==> config.mk <==
export PLATFORM = sky130hd
export DESIGN_NAME = hsync_provider
export DESIGN_NICKNAME = d
export VERILOG_FILES = /design/src/rtl/hsync_provider.sv
export SDC_FILE = /design/constraint.sdc
export NUM_CORES = 1
export LEC_CHECK = 0
export ABC_AREA = 0
export BUFFER_PORTS_ARGS = -buffer_cell sky130_fd_sc_hd__buf_2
export CAP_MARGIN = 5
export CORE_AREA = 2 2 46 69
export DETAILED_ROUTE_END_ITERATION = 6
export DIE_AREA = 0 0 48 71
export PLACE_DENSITY = 0.72
export SLEW_MARGIN = 20
export SYNTH_ARGS = -nofsm -noshare
export SYNTH_HDL_FRONTEND = slang
export SYNTH_SLANG_ARGS = --single-unit
export TNS_END_PERCENT = 10
==> constraint.sdc <==
create_clock -name clk -period 2.3 [get_ports clk]
set_clock_uncertainty 0.15 [all_clocks]
set_input_delay 0.23 -clock clk [delete_from_list [all_inputs] [get_ports clk]]
set_output_delay 0.23 -clock clk [all_outputs]
set_load 0.1 [all_outputs]
==> src/rtl/hsync_provider.sv <==
// Horizontal VGA timing for the 640x400 mode: pixel-clock divider, line counter,
// and registered HSYNC / new_row / visible / X outputs derived from the next count.
module hsync_provider #(
  parameter int CLK_DIV              = 2,
  parameter int HorizontalFrontPorch = 16,
  parameter int HSYNCPulse           = 96,
  parameter int HorizontalBackPorch  = 48,
  parameter int VisibleColumns       = 640,
  parameter int HSYNC_ACTIVE         = 1
) (
  input  logic       clk,
  input  logic       reset,
  input  logic       enable,
  output logic       pixel_tick,
  output logic       HSYNC,
  output logic       new_row,
  output logic       h_visible,
  output logic [9:0] X
);

  localparam int TOTAL = HorizontalFrontPorch + HSYNCPulse + HorizontalBackPorch + VisibleColumns;
  localparam int HW    = $clog2(TOTAL);
  localparam int DW    = (CLK_DIV > 1) ? $clog2(CLK_DIV) : 1;

  localparam logic [DW-1:0] DIV_LAST   = DW'(CLK_DIV - 1);
  localparam logic [HW-1:0] H_LAST     = HW'(TOTAL - 1);
  localparam logic [HW-1:0] SYNC_START = HW'(HorizontalFrontPorch);
  localparam logic [HW-1:0] SYNC_END   = HW'(HorizontalFrontPorch + HSYNCPulse);
  localparam logic [HW-1:0] VIS_START  = HW'(HorizontalFrontPorch + HSYNCPulse + HorizontalBackPorch);
  localparam logic          SYNC_ON    = (HSYNC_ACTIVE != 0);

  logic [DW-1:0] div_cnt_q, div_cnt_d;
  logic [HW-1:0] h_counter_q, h_counter_d;
  logic [HW-1:0] h_next;
  logic          hsync_q, hsync_d;
  logic          new_row_q, new_row_d;
  logic          h_visible_q, h_visible_d;
  logic [9:0]    x_q, x_d;
  logic          tick;

  always_comb begin
    tick        = enable && (div_cnt_q == DIV_LAST);
    div_cnt_d   = div_cnt_q;
    h_counter_d = h_counter_q;
    hsync_d     = hsync_q;
    new_row_d   = new_row_q;
    h_visible_d = h_visible_q;
    x_d         = x_q;
    h_next      = (h_counter_q == H_LAST) ? '0 : h_counter_q + 1'b1;

    if (enable) begin
      div_cnt_d = tick ? '0 : div_cnt_q + 1'b1;
    end

    // Outputs are decoded from the count being loaded, so they line up with it exactly.
    if (tick) begin
      h_counter_d = h_next;
      hsync_d     = (h_next >= SYNC_START && h_next < SYNC_END) ? SYNC_ON : ~SYNC_ON;
      new_row_d   = (h_next == '0);
      h_visible_d = (h_next >= VIS_START);
      x_d         = (h_next >= VIS_START) ? 10'(h_next - VIS_START) : 10'd0;
    end
  end

  always_ff @(posedge clk or posedge reset) begin
    if (reset) begin
      div_cnt_q   <= '0;
      h_counter_q <= '0;
      hsync_q     <= ~SYNC_ON;
      new_row_q   <= 1'b0;
      h_visible_q <= 1'b0;
      x_q         <= '0;
    end else begin
      div_cnt_q   <= div_cnt_d;
      h_counter_q <= h_counter_d;
      hsync_q     <= hsync_d;
      new_row_q   <= new_row_d;
      h_visible_q <= h_visible_d;
      x_q         <= x_d;
    end
  end

  // new_row clocks the vertical generator, so it comes straight from a flop.
  assign pixel_tick = tick && !reset;
  assign HSYNC      = hsync_q;
  assign new_row    = new_row_q;
  assign h_visible  = h_visible_q;
  assign X          = x_q;

endmodule

==> results.md <==
Global routing:
- The first-pass GRT wire length is 4800 um.
- Entering global routing, the biggest net connects 15 pins.
- In the global route stage, met3 resource usage came out at 0.0383.
- The total overflow reported by the global router is 0.
- In the global route stage, overall resource usage came out at 0.197.
- In this run the most used layer during global routing was met2.
- The met2 track demand over resource is 0.323.
- The number of global-route vias before repair came to 1099.
- For this run, global-route usage on met1 was measured as 0.222.
- The initial antenna violation count is 0.

Yosys:
- Yosys printed 0 warnings.
- The number of instances in the synthesized netlist is 142.
- The share of synthesized area occupied by flip-flops and latches is 0.432.
- The share of synthesized flip-flops with an asynchronous set or reset is 1.00.
- The mean instance size in the synthesized netlist is 9.78 sq um.
- After synthesis the cells add up to 1390 sq um.
- The count of flip-flops with a built-in enable after synthesis is 0.
- The main flop type after synthesis is sky130_fd_sc_hd__dfrtp_1.
- In the post-synthesis netlist, the biggest area contributors are sky130_fd_sc_hd__dfrtp_1 43%, sky130_fd_sc_hd__nand2_1 6.2%, sky130_fd_sc_hd__xnor2_1 5.7%, sky130_fd_sc_hd__o21ai_0 3.6%, sky130_fd_sc_hd__xor2_1 3.2%.
- Summed over all instances, the cell type with the most area after synthesis is sky130_fd_sc_hd__dfrtp_1.
- The share of synthesized area in the top cell type comes to 0.432.
- The number of nets handed over by synthesis was 147.
- Counting flops and latches in the post-synthesis netlist gives 24.
- Synthesis instantiated 42 different standard cells from the library.

Routing:
- The routed layout has 1128 vias.
- After detailed routing, the number of vias per cell comes to 5.42.
- The first detailed-routing pass took 4 iterations.
- The detail route stage leaves a number of antenna-violating nets equal to 0.
- The violation count after the first detailed-routing iteration is 39.
- The final layout contains routed wiring with a total length of 3090 um.
- The DRC violation count after routing is 0.
- The average routed wire per standard cell is 14.9 um.

Clock network:
- The number of clock sinks seen by CTS is 24.
- Buffers inserted during clock tree synthesis total 3.
- The CTS clock-pin slew for the worst setup and hold paths is 0.08 ns.
- The maximum level of the CTS H-tree is 1.
- At the later pin of the worst-skew pair, clock insertion delay measures 0.27 ns.
- The worst-case clock buffer depth is 2.
- The tree is rooted in a sky130_fd_sc_hd__clkbuf_8.
- TritonCTS built the clock tree.

Floorplanning:
- The area inside the core boundary is 2850 sq um.
- The number of placed I/O pins is 17.
- The effective utilization at floorplan is 0.487.
- Row generation in the floorplan step produced 24 rows.
- From bottom edge to top edge, the die measures 71 um.
- The die width is 48 um.
- The floorplan die area is 3410 sq um.

Worst setup path:
- The setup path with the least slack is of type reg -> reg.
- STA classifies the critical path startpoint as a register.
- For the worst setup path, the data required time is 2.33 ns.
- The critical path goes through buf_4 -> and4_1 -> nand2_2 -> buf_4 -> o41ai_4 -> nor2_1 -> o31ai_2.
- The largest single stage delay on the critical path is 0.54 ns.
- Among the stages of the critical path, the cell type that occurs most often is sky130_fd_sc_hd__buf_4.
- The element type at the critical path end is a register.
- In this run the critical register-to-register path is launched from h_counter_q[0].
- The standard cell with the maximum stage delay on the critical path is sky130_fd_sc_hd__o41ai_4.
- The signal arrival time at the worst endpoint is 2.21 ns.
- Along the worst path, the maximum fanout reaches 7.
- The critical path starts at h_counter_q[0].

Job:
- The reported max-cap violation count is 0.

STA:
- The number of max-slew violations in the final report is 0.
- For the pin with the worst max-slew slack, the measured transition is 0.509 ns.
- Of the available clock period, the critical path in the final layout requires 0.945.
- The setup-violating endpoint count in the final report is 0.
- The worst path meets setup with 0.127 ns of slack.
- After layout, the minimum clock period comes to 2.17 ns.
- Static timing analysis puts the maximum clock frequency at 460 MHz.
- The final hold violation count was 0.
- Headroom to the max-slew limit came out at 0.659.

Power:
- Across the VDD grid, the largest voltage drop is 0.000485 V.
- The standby leakage power is 0.752 nW.
- Power spread over the standard cell area amounts to 941 nW/um^2.

Worst hold path:
- The type of the worst min-delay path is in -> reg.
- The critical hold path startpoint is enable.

Cells and area:
- At the end of the flow, the number of nets in the layout was 175.
- The layout has 257 filler cells.
- The share of layout cells above drive strength 1 is 0.284.
- The count of antenna diodes in the layout is 0.
- Compared with the post-synthesis result, the final layout area differs by 19.0%.
- The finished layout holds 208 standard cells, fillers aside.

Run status:
- The flow ran to the end, and the final reports show no timing, DRC or antenna violations.

Place:
- Routability-driven placement finished with a final weighted congestion of 0.817.
- The count of buffers added on input and output ports is 16.
- The half-perimeter wire length after placement is 2190 um.
- The worst slack at placement is 0.0956 ns.
- The placed instance count is 201.
[path summary, 6_finish.rpt]
path | slack (ns) | end | cells past startpoint
setup / recovery | 0.13 | X[9] | 7
hold / removal | 0.02 | div_cnt_q | 2
setup reg to reg | 0.13 | X[9] | 7
hold reg to reg | 0.34 | X[6] | 2
max in group asynchronous | 1.09 | X[8] | 4
min in group asynchronous | 0.37 | X[4] | 3
[cell usage in the layout (no fill, tap or decap), types with 2 or more instances in the layout]
cell type	n
sky130_fd_sc_hd__nand2_1	23
sky130_fd_sc_hd__dfrtp_1	22
sky130_fd_sc_hd__buf_2	16
sky130_fd_sc_hd__buf_4	11
sky130_fd_sc_hd__o21ai_0	10
sky130_fd_sc_hd__xnor2_1	9
sky130_fd_sc_hd__o21ai_1	8
sky130_fd_sc_hd__nor2_1	7
sky130_fd_sc_hd__inv_1	6
sky130_fd_sc_hd__xor2_1	5
sky130_fd_sc_hd__a21oi_1	4
sky130_fd_sc_hd__clkbuf_8	4
sky130_fd_sc_hd__nand3_1	3
sky130_fd_sc_hd__nor3_1	3
sky130_fd_sc_hd__and4_1	2
sky130_fd_sc_hd__nand4_1	2
sky130_fd_sc_hd__nor2_2	2
sky130_fd_sc_hd__o21ai_2	2
sky130_fd_sc_hd__ha_1	2
sky130_fd_sc_hd__dfrtp_2	2
[cell usage after synthesis, types with 2 or more instances]
cell,instances
sky130_fd_sc_hd__a21oi_1,4
sky130_fd_sc_hd__and4_1,3
sky130_fd_sc_hd__buf_6,2
sky130_fd_sc_hd__clkbuf_1,2
sky130_fd_sc_hd__dfrtp_1,24
sky130_fd_sc_hd__ha_1,2
sky130_fd_sc_hd__inv_1,6
sky130_fd_sc_hd__nand2_1,23
sky130_fd_sc_hd__nand3_1,3
sky130_fd_sc_hd__nand4_1,2
sky130_fd_sc_hd__nor2_1,9
sky130_fd_sc_hd__nor2b_1,2
sky130_fd_sc_hd__nor3_1,3
sky130_fd_sc_hd__o21ai_0,10
sky130_fd_sc_hd__o21ai_1,8
sky130_fd_sc_hd__xnor2_1,9
sky130_fd_sc_hd__xor2_1,5
[final cells by class]
cell class	count	area (sq um)	area share
multi-input cells	106	747	0.452
flip-flops and latches	24	603	0.365
repair buffers	28	173	0.104
clock buffers	4	55.1	0.0333
well taps	39	48.8	0.0295
inverters	7	26.3	0.0159
[routing by layer]
metal  up-vias  share of wire
met5         -              0
met4         0          0.020
met3         6          0.028
met2        30           0.55
met1       532           0.40
li1        560              -
[worst max-delay path, delay by kind of cell, from the launching register on]
family          cells  cell delay [ns]
simple gates        3             0.47
flops               1             0.36
compound gates      2             0.79
buf+inv             2             0.32
[repair_timing]
item | in CTS | in global routing
gates resized for setup | 0 | 7
hold endpoints to repair | 11 | 0
endpoints found under the setup margin | 0 | 11
hold buffers | 1 | 0
setup buffers | 0 | 1
[sequential cells by signal (all words and copies together) (netlist names)]
| signal | count |
|---|---|
| h_visible | 1 |
| new_row | 1 |
| div_cnt_q | 1 |
| X | 10 |
| HSYNC | 1 |
| h_counter_q | 10 |
[logic make-up (layout without fill, tap and decap cells)]
| logic type | count (synthesis) | in the layout | synth area share |
|---|---|---|---|
| compound gates | 38 | 39 | 0.233 |
| xor+xnor | 14 | 14 | 0.0883 |
| fa+ha+maj | 2 | 2 | 0.0180 |
| buf+inv | 13 | 39 | 0.0495 |
| flops | 24 | 24 | 0.432 |
| simple gates | 51 | 51 | 0.178 |
[metrics by stage]
stage / power (mW) / hold WS [ns] / util / area (sq um) / TNS (ns)
5_1_grt: 1.65 / 0.00947 / 0.579 / 1650 / -0.0136
2_1_floorplan: 1.09 / 0.0946 / - / 1390 / 0
3_5_place_dp: 1.23 / 0.121 / 0.544 / 1550 / 0
3_3_place_gp: 1.21 / 0.0982 / 0.544 / 1550 / 0
6_report: 1.56 / 0.0169 / 0.579 / 1650 / 0
4_1_cts: 1.53 / 0.0149 / 0.567 / 1620 / 0
[power by group]
group | total, mW | internal (mW) | switching, mW
Clock | 0.288 | 0.153 | 0.135
Sequential | 0.592 | 0.502 | 0.0905
Combinational | 0.675 | 0.199 | 0.477
(Power assumes the default switching activity.)
